$ cat src/rtl/ecs_uart_pkg.sv
// ============================================================================
// Module : ecs_uart_pkg
// Brief  : Shared UART constants: receiver state encoding, default line
//          settings and the frame header byte used by the command bridge.
// Rev    : 1.0  initial release
// ============================================================================
`default_nettype none

package ecs_uart_pkg;

  // Default system clock and line rate
  localparam int DEF_CLK_HZ = 50_000_000;
  localparam int DEF_BAUD   = 115_200;

  // Header byte the downstream bridge hunts for
  localparam logic [7:0] ECS_FRM_HDR = 8'hAA;

  // Receiver state encoding, 3 bits wide
  typedef enum logic [2:0] {
    ST_IDLE   = 3'd0,
    ST_START  = 3'd1,
    ST_DATA   = 3'd2,
    ST_PARITY = 3'd3,
    ST_STOP   = 3'd4
  } rx_state_t;

endpackage

`default_nettype wire

$ cat src/rtl/uart_rx_core_if.sv
// ============================================================================
// Module : uart_rx_core_if
// Brief  : Serial line input and received-byte outputs of the UART receiver.
//          master = receiver core, slave = line driver / byte consumer.
// Rev    : 1.0  initial release
// ============================================================================
`default_nettype none

interface uart_rx_core_if;
  logic       rs232_rx;
  logic       rxen;
  logic [7:0] rxdb;
  logic       frm_err;
  logic       par_err;
  logic       rx_busy;

  modport master (
    input  rs232_rx,
    output rxen, rxdb, frm_err, par_err, rx_busy
  );

  modport slave (
    output rs232_rx,
    input  rxen, rxdb, frm_err, par_err, rx_busy
  );
endinterface

`default_nettype wire

$ cat src/rtl/uart_bit_timer.sv
// ============================================================================
// Module : uart_bit_timer
// Brief  : Free-running bit-period counter with synchronous clear. Flags the
//          half-bit point and the last clock of a full bit; wraps on the
//          full-bit tick so consecutive bits need no explicit clear.
// Rev    : 1.0  initial release
// ============================================================================
`default_nettype none

module uart_bit_timer #(
  parameter int BIT_CYC = 434,
  parameter int CNT_W   = 9
) (
  input  wire logic clk,
  input  wire logic rst,
  input  wire logic i_clr,
  output logic      o_half_tick,
  output logic      o_full_tick
);

  localparam logic [CNT_W-1:0] c_HALF = CNT_W'(BIT_CYC / 2 - 1);
  localparam logic [CNT_W-1:0] c_FULL = CNT_W'(BIT_CYC - 1);

  logic [CNT_W-1:0] r_cnt;

  // Count clocks within a bit; restart on clear or at the end of each bit
  always_ff @(posedge clk) begin
    if (!rst) begin
      r_cnt <= '0;
    end else if (i_clr || o_full_tick) begin
      r_cnt <= '0;
    end else begin
      r_cnt <= r_cnt + 1'b1;
    end
  end

  assign o_half_tick = (r_cnt == c_HALF);
  assign o_full_tick = (r_cnt == c_FULL);

endmodule

`default_nettype wire

$ cat src/rtl/uart_rx_core.sv
// ============================================================================
// Module : uart_rx_core
// Brief  : Asynchronous serial receiver, 8 data bits LSB first, 1 stop bit.
//          Rejects false starts (line high at mid start bit) and framing
//          errors so only clean bytes reach the command bridge.
//          Optional macro UART_RX_PARITY_EN adds an even-parity bit check.
// Rev    : 1.0  initial release
// ============================================================================
`default_nettype none

module uart_rx_core
  import ecs_uart_pkg::*;
#(
  parameter int CLK_HZ = DEF_CLK_HZ,
  parameter int BAUD   = DEF_BAUD
) (
  input  wire logic       clk,
  input  wire logic       rst,
  uart_rx_core_if.master  bus
);

  localparam int c_BIT_CYC = CLK_HZ / BAUD;
  localparam int c_CNT_W   = $clog2(c_BIT_CYC);

  logic       r_sync1;
  logic       r_sync2;
  logic       r_prev;
  logic       w_fall;
  logic       w_half;
  logic       w_full;
  logic       w_tmr_clr;
  rx_state_t  r_state;
  logic [7:0] r_shift;
  logic [2:0] r_idx;
  logic       r_rxen;
  logic [7:0] r_rxdb;
  logic       r_frm_err;
  logic       r_busy;
`ifdef UART_RX_PARITY_EN
  logic       r_par_err;
  logic       r_par_bad;
  logic       w_par_bad;
`endif

  // Two-flop synchronizer plus one history flop for falling-edge detection
  always_ff @(posedge clk) begin
    if (!rst) begin
      r_sync1 <= 1'b1;
      r_sync2 <= 1'b1;
      r_prev  <= 1'b1;
    end else begin
      r_sync1 <= bus.rs232_rx;
      r_sync2 <= r_sync1;
      r_prev  <= r_sync2;
    end
  end

  assign w_fall = r_prev & ~r_sync2;

  // Hold the timer at zero while idle and restart it at the mid start bit,
  // so every data/stop sample lands one full bit later, near mid bit.
  assign w_tmr_clr = (r_state == ST_IDLE) || ((r_state == ST_START) && w_half);

  uart_bit_timer #(
    .BIT_CYC (c_BIT_CYC),
    .CNT_W   (c_CNT_W)
  ) u_bit_timer (
    .clk         (clk),
    .rst         (rst),
    .i_clr       (w_tmr_clr),
    .o_half_tick (w_half),
    .o_full_tick (w_full)
  );

`ifdef UART_RX_PARITY_EN
  // Even parity: data bits XOR parity bit must come out zero
  assign w_par_bad = ^{r_shift, r_sync2};
`endif

  // Frame state machine with registered strobes and busy flag
  always_ff @(posedge clk) begin
    if (!rst) begin
      r_state   <= ST_IDLE;
      r_shift   <= 8'h00;
      r_idx     <= 3'd0;
      r_rxen    <= 1'b0;
      r_rxdb    <= 8'h00;
      r_frm_err <= 1'b0;
      r_busy    <= 1'b0;
`ifdef UART_RX_PARITY_EN
      r_par_err <= 1'b0;
      r_par_bad <= 1'b0;
`endif
    end else begin
      r_rxen    <= 1'b0;
      r_frm_err <= 1'b0;
`ifdef UART_RX_PARITY_EN
      r_par_err <= 1'b0;
`endif
      case (r_state)
        ST_IDLE: begin
          if (w_fall) begin
            r_state <= ST_START;
            r_idx   <= 3'd0;
            r_busy  <= 1'b1;
          end
        end
        ST_START: begin
          if (w_half) begin
            if (r_sync2) begin
              // Line went back high before mid bit: a glitch, not a start
              r_state <= ST_IDLE;
              r_busy  <= 1'b0;
            end else begin
              r_state <= ST_DATA;
              r_idx   <= 3'd0;
            end
          end
        end
        ST_DATA: begin
          if (w_full) begin
            r_shift <= {r_sync2, r_shift[7:1]};
            r_idx   <= r_idx + 3'd1;
            if (r_idx == 3'd7) begin
`ifdef UART_RX_PARITY_EN
              r_state <= ST_PARITY;
`else
              r_state <= ST_STOP;
`endif
            end
          end
        end
`ifdef UART_RX_PARITY_EN
        ST_PARITY: begin
          if (w_full) begin
            r_par_bad <= w_par_bad;
            r_par_err <= w_par_bad;
            r_state   <= ST_STOP;
          end
        end
`endif
        ST_STOP: begin
          if (w_full) begin
            // Leave mid stop bit so a back-to-back start edge is not missed
            r_state <= ST_IDLE;
            r_busy  <= 1'b0;
`ifdef UART_RX_PARITY_EN
            if (!r_par_bad) begin
`else
            begin
`endif
              if (r_sync2) begin
                r_rxen <= 1'b1;
                r_rxdb <= r_shift;
              end else begin
                r_frm_err <= 1'b1;
              end
            end
          end
        end
        default: begin
          r_state <= ST_IDLE;
          r_busy  <= 1'b0;
        end
      endcase
    end
  end

  assign bus.rxen    = r_rxen;
  assign bus.rxdb    = r_rxdb;
  assign bus.frm_err = r_frm_err;
  assign bus.rx_busy = r_busy;
`ifdef UART_RX_PARITY_EN
  assign bus.par_err = r_par_err;
`else
  assign bus.par_err = 1'b0;
`endif

endmodule

`default_nettype wire

$ cat src/flat_wrapper.sv
// flat-port wrapper written by rule: the top's interface ports become plain ports
module uart_rx_core_flat import ecs_uart_pkg::*;
#(
  parameter int CLK_HZ = DEF_CLK_HZ,
  parameter int BAUD   = DEF_BAUD
)
  (clk, rst, bus_rs232_rx, bus_rxen, bus_rxdb, bus_frm_err, bus_par_err, bus_rx_busy);
  uart_rx_core_if bus_i ();
  input  wire logic clk;
  input  wire logic rst;
  input wire logic [$bits(bus_i.rs232_rx)-1:0] bus_rs232_rx;
  output wire logic [$bits(bus_i.rxen)-1:0] bus_rxen;
  output wire logic [$bits(bus_i.rxdb)-1:0] bus_rxdb;
  output wire logic [$bits(bus_i.frm_err)-1:0] bus_frm_err;
  output wire logic [$bits(bus_i.par_err)-1:0] bus_par_err;
  output wire logic [$bits(bus_i.rx_busy)-1:0] bus_rx_busy;
  assign bus_i.rs232_rx = bus_rs232_rx;
  assign bus_rxen = bus_i.rxen;
  assign bus_rxdb = bus_i.rxdb;
  assign bus_frm_err = bus_i.frm_err;
  assign bus_par_err = bus_i.par_err;
  assign bus_rx_busy = bus_i.rx_busy;
  uart_rx_core #(.CLK_HZ(CLK_HZ), .BAUD(BAUD)) u_core (.clk(clk), .rst(rst), .bus(bus_i));
endmodule
$ cat config.mk
export PLATFORM = sky130hd
export DESIGN_NAME = uart_rx_core_flat
export DESIGN_NICKNAME = d
export VERILOG_FILES = /design/src/rtl/ecs_uart_pkg.sv /design/src/rtl/uart_rx_core_if.sv /design/src/rtl/uart_bit_timer.sv /design/src/rtl/uart_rx_core.sv /design/src/flat_wrapper.sv
export SDC_FILE = /design/constraint.sdc
export NUM_CORES = 1
export LEC_CHECK = 0
export ABC_AREA = 1
export BUFFER_PORTS_ARGS = -buffer_cell sky130_fd_sc_hd__buf_2
export CORE_ASPECT_RATIO = 0.5
export CORE_MARGIN = 2
export CORE_UTILIZATION = 35
export DETAILED_ROUTE_END_ITERATION = 8
export SYNTH_ARGS = -nofsm -noshare
export SYNTH_HDL_FRONTEND = slang
export SYNTH_HIERARCHICAL = 1
export SYNTH_SLANG_ARGS = --single-unit
$ cat constraint.sdc
create_clock -name clk -period 2.6 [get_ports clk]
set_input_delay 0 -clock clk [delete_from_list [all_inputs] [get_ports clk]]
set_output_delay 0 -clock clk [all_outputs]
set_load 0.02 [all_outputs]
Word level (Yosys, flattened, before mapping)
Index checks and enable logic that the tools add are counted.
Word-level totals
  flip-flop bits (word level): 37
  input port bits: 3
  logic and storage cells: 61
Cells by class
  $add $sub $neg: 2
  equal/unequal tests: 13
  multiplexer cells: 19
  bitwise gates (word level): 4
  reduce and logical (&&, ||, !) cells: 12
Operators by type and width (count)
  2-to-1 mux 3 bit: 9
  AND reduction 5 bit: 3
  one-hot mux 3 bit (4 select lines): 1
  adder 9 x 1 -> 9 bit (second input constant): 1
  == test 9 x 8 -> 1 bit (second input constant): 1
  == test 9 bit (second input constant): 1
  one-hot mux 3 bit (3 select lines): 1
  inequality test 2 x 1 -> 1 bit (second input constant): 4
  == test 3 bit (second input constant): 2
  2-to-1 mux 1 bit: 6
  inequality test 2 bit (second input constant): 3
  AND reduction 3 bit: 2
  one-hot mux 1 bit (4 select lines): 1
  adder 3 x 1 -> 3 bit (second input constant): 1
  == test 3 x 1 -> 1 bit (second input constant): 1
  == test 3 x 2 -> 1 bit (second input constant): 1
  logical NOT 3 bit: 1
  inverter 1 bit: 3
  nonzero test 3 bit: 1
  logical OR 1 bit: 2
  2-to-1 mux 2 bit: 1
  AND reduction 2 bit: 1
  OR reduction 2 bit: 1
  bitwise AND 1 bit: 1
  logical AND 1 bit: 1

Logic depth before layout (Yosys ltp)
  depth in word-level cells: 5
  gate-level depth with buffers: 14
  depth with buffers taken out: 14

Hierarchy
Netlist, hierarchy kept.
Modules (own cells, without submodules)
  uart_rx_core: times used 1, cells each 151, area each 1158.6 um^2, sequential area each 560.5 um^2
  uart_bit_timer: times used 1, cells each 72, area each 493.0 um^2, sequential area each 180.2 um^2

Worst setup path after synthesis
Ideal clock, no wire load.
  path type: register to register
  from: reg u_core.u_bit_timer.r_cnt[0]
  to: reg u_core.r_shift[1]
  setup time: 132 ps
  arrival: 1435 ps
  data required time: 2468 ps
  setup slack: 1033 ps
  stages on the path, launching flop included: 10
  path buffers: 1
  period minus slack after synthesis: 1567 ps
  cell sequence: dfxtp_1 > ha_1 > nand2_1 > nor2_1 > nand2_2 > inv_1 > buf_1 > nand2_1 > nand2_1 > a21oi_1
Between the ends
  longest elaborated chain between the ends: 2
Ends and longest elaborated chain
  from (decl): line uart_bit_timer.sv:24  | logic [CNT_W-1:0] r_cnt;
  from (signal assigned): line uart_bit_timer.sv:33  | r_cnt <= r_cnt + 1'b1;
  == test 9 bit: line uart_bit_timer.sv:38  | assign o_full_tick = (r_cnt == c_FULL);
  net u_core.w_full: line uart_rx_core.sv:30  | logic w_full;
  AND reduction 2 bit (no source line)
  to (signal assigned): line uart_rx_core.sv:122  | r_shift <= {r_sync2, r_shift[7:1]};
  to (decl): line uart_rx_core.sv:33  | logic [7:0] r_shift;
The timed path passes the listed nets, and every way through them passes these cells.
A chain may end at the register's enable or synchronous reset.

Worst setup path after layout
  from: reg u_core.u_bit_timer.r_cnt[0]
  to: reg u_core.r_busy, in the netlist u_core/bus.rx_busy
Between the ends
  longest elaborated chain between the ends: 3
  elaborated cells between the ends (all ways): 5
Ends and longest elaborated chain
  == test 9 bit: line uart_bit_timer.sv:38
  net u_core.w_full: line uart_rx_core.sv:30
  inequality test 2 bit (no source line)
  AND reduction 5 bit (no source line)
  to (signal assigned): line uart_rx_core.sv:89  | r_busy <= 1'b0;
  to (signal assigned): line uart_rx_core.sv:105  | r_busy <= 1'b1;
  to (signal assigned): line uart_rx_core.sv:113  | r_busy <= 1'b0;
  to (decl): line uart_rx_core.sv:38  | logic r_busy;
The timed path passes the listed nets, and every way through them passes these cells.

==> out/results.tsv <==
stage	metric	value	unit
grt	grt_first_pass_wirelength	5400	µm
floorplan	coreArea	4470	µm²
pwr	p_leak	0.713	nW
grt	grt_use_met2	0.214	
drt	drt_iter0_drc	64	
synth	yosys.cell_types.count	28	
pwr	combPwrFrac	0.264	
sta	tns	0	ps
layout	area_growth	12.9	%
pwr	total_power	1.53	mW
cts	clock_latency	280	ps
synth	yosysSeqAreaShare	0.448	
synth	syn_nets	231	
worst_setup_path	critPathLaunchType	flip-flop	
grt	use_met3	0.0440	
placement	gp_congestion	0.868	
drt	routed_wl	3100	µm
floorplan	rows	17	
grt	met1_usage	0.163	
grt	top_usage_layer	met2	
cts	cts_root_buf	clkbuf_8	
sta	min_period	1940	ps
sta	setup_viol	0	
status	status	complete, no violations	
drt	drc	0	
grt	grt_max_degree	18	
worst_setup_path	critPathKind	reg2reg	
synth	yosys_warnings	6	
sta	hold_viol_final	0	
worst_setup_path	cp_cell_sequence	ha_1, nand2_1, nor2_1, nand2_2, inv_1, inv_1, nand3_1, nand2_1, inv_1, nand2_1, o21ai_0, nor2_1	
grt	overflow	0	
floorplan	ios	15	
worst_setup_path	arrival	2110	ps
grt	antenna_found_initial	0	
synth	syn-cell-area	1650	µm²
floorplan	dieWidth	101	µm
cts	cts_made_buffers	5	
drt	wl_per_cell	10.5	µm
pwr	power.density	823	nW/µm²
layout	diodes	0	
sta	finalMaxSlewViolations	0	
flow_run	cap_violations	0	
synth	ys_ff_latch	37	
floorplan	die_area	5320	µm²
drt	vias	1356	
floorplan	start_util	0.370	
pwr	switching_share	0.330	
pwr	p_int	1.03	mW
grt	grt_usage	0.129	
synth	syn_inst	223	
cts	clockBufferDepth	2	
cts	cts_resized	0	
pwr	clkPwrFrac	0.306	
pwr	peakVddDrop	0.386	mV
worst_hold_path	hold_class	in2reg	
sta	fin_skew	5.17	ps
grt	grt_pass1_vias	1216	
sta	rsz0062_at_grt	no	
worst_setup_path	cp.required	2770	ps
worst_setup_path	critPathBufInv	3	
layout	final_nets	246	
worst_setup_path	crit_fanout	12	
floorplan	dieHeight	52.6	µm
synth	synth_area_per_cell	7.41	µm²
pwr	pwr-share-seq	0.430	
drt	first_pass_iters	4	
cts	path_clk_slew	70	ps
worst_setup_path	cpPeakStageDelay	400	ps
sta	fmax	515	MHz
drt	ant_nets	0	
cts	tritoncts	done	
layout	drive_gt1_frac	0.143	
drt	vias_per_cell	4.60	
pwr	switchingPower	0.507	mW
worst_setup_path	critical_path.slowest_cell	dfxtp_1	
worst_setup_path	cp-end-kind	flip-flop	
cts	cts_num_sinks	37	
sta	period_share	0.747	
placement	io_buffers	13	
placement	dp_hpwl	2150	µm
worst_setup_path	cpLargestDelayFamily	simple AND/OR/NAND/NOR gates	
cts	htreeDepth	2	
worst paths after layout:
| check | startpoint | end | slack [ps] | cells after the start |
|---|---|---|---|---|
| hold / removal | rst | u_core/r_idx[2]$_SDFFE_PN0P_ | 90 | 3 |
| setup / recovery | u_core/u_bit_timer/r_cnt[0]$_SDFF_PP0_ | u_core/bus.rx_busy$_SDFFE_PN0P_ | 660 | 12 |
| hold reg to reg | u_core/r_sync1$_SDFF_PN1_ | u_core/r_sync2$_SDFF_PN1_ | 420 | 1 |
| setup reg to reg | u_core/u_bit_timer/r_cnt[0]$_SDFF_PP0_ | u_core/bus.rx_busy$_SDFFE_PN0P_ | 660 | 12 |
power groups by stage:
| stage | clock [mW] | sequential [mW] | combinational, mW |
|---|---|---|---|
| after global placement | 0 | 0.670 | 0.392 |
| final | 0.470 | 0.660 | 0.404 |
| after global routing | 0.508 | 0.669 | 0.471 |
| after CTS | 0.486 | 0.659 | 0.405 |
| after detailed placement | 0 | 0.672 | 0.401 |
| after floorplan | 0 | 0.669 | 0.337 |
what timing repair did:
item / in CTS / in global routing
setup endpoints to repair: 0 / 0
setup buffers: 0 / 0
hold endpoints to repair: 1 / 0
hold buffers: 1 / 0
flip-flops by register name, indices dropped and copies added, names as in the netlist:
signal,cells
u_core/r_sync1,1
u_core/r_sync2,1
u_core/u_bit_timer/r_cnt,9
u_core/bus.rxdb,8
u_core/r_prev,1
u_core/bus.frm_err,1
u_core/r_idx,3
u_core/r_state,3
u_core/bus.rxen,1
u_core/r_shift,8
u_core/bus.rx_busy,1
routing by layer:
layer | vias up | wire length (µm)
met4 | 0 | 12
met3 | 2 | 80
met1 | 603 | 1610
li1 | 732 | -
met5 | - | 0
met2 | 19 | 1390
cell usage after synthesis:
| master | count | area (µm²) |
|---|---|---|
| nor2_1 | 27 | 101 |
| buf_6 | 1 | 11.3 |
| or2_0 | 2 | 12.5 |
| conb_1 | 1 | 3.75 |
| nor2_4 | 2 | 22.5 |
| nor3_2 | 1 | 10.0 |
| buf_1 | 1 | 3.75 |
| or2_2 | 2 | 12.5 |
| nand4_1 | 4 | 25.0 |
| xnor2_1 | 1 | 8.76 |
| nand3_2 | 2 | 20.0 |
| ha_1 | 5 | 62.6 |
| nand2_1 | 48 | 180 |
| a21oi_2 | 1 | 8.76 |
| o21ai_2 | 1 | 8.76 |
| dfxtp_1 | 37 | 741 |
| nand3_1 | 14 | 70.1 |
| nor3_1 | 1 | 5.00 |
| o21ai_0 | 9 | 45.0 |
| a211oi_1 | 1 | 7.51 |
| o21bai_1 | 2 | 15.0 |
| a21oi_1 | 23 | 115 |
| nand2_2 | 3 | 18.8 |
| clkbuf_1 | 2 | 7.51 |
| buf_4 | 2 | 15.0 |
| nand2_4 | 1 | 11.3 |
| inv_1 | 28 | 105 |
| inv_2 | 1 | 3.75 |
cell usage in the layout (no fill, tap or decap):
cell and count:
a211oi_1 1, a21oi_1 23, a21oi_2 1, buf_2 13
bufinv_16 1, clkbuf_8 5, clkinv_2 1, conb_1 1
dfxtp_1 37, dlygate4sd3_1 1, ha_1 5, inv_1 28
inv_2 1, nand2_1 48, nand2_2 3, nand2_4 1
nand3_1 14, nand3_2 2, nand4_1 4, nor2_1 27
nor2_4 2, nor3_1 1, nor3_2 1, o21ai_0 9
o21ai_2 1, o21bai_1 2, or2_0 2, or2_2 2
xnor2_1 1
final cells by class:
| cell class | instances | area [µm²] |
|---|---|---|
| clock buffers | 5 | 68.8 |
| clock inverters | 2 | 35.0 |
| fillers | 467 | 2600 |
| inverters | 29 | 109 |
| multi-input cells | 151 | 764 |
| flip-flops and latches | 37 | 741 |
| well taps | 57 | 71.3 |
| repair buffers | 14 | 75.1 |
worst min-delay path, delay by kind of cell:
kind | cells | cell delay, ps
buffers and inverters | 1 | 200
and+or+nand+nor | 2 | 130
stage by stage:
stage,instances,area [µm²],utilization,setup WS [ps],hold slack [ps]
after floorplan,223,1650,-,1030,88.9
after global placement,287,1750,0.392,765,195
after detailed placement,287,1750,0.392,685,195
after CTS,295,1860,0.417,667,76.3
after global routing,295,1860,0.417,346,83.2
final,295,1860,0.417,659,85.2
kinds of logic after synthesis:
family                   Yosys count  share of synthesized area
buffers and inverters             35                     0.0886
other                              1                    0.00227
adder cells (fa/ha/maj)            5                     0.0379
flip-flops                        37                      0.448
AO/OA/AOI/OAI                     37                      0.121
XOR/XNOR                           1                    0.00530
AND/OR/NAND/NOR                  107                      0.296
No activity file was read; power rests on OpenSTA's default activity.
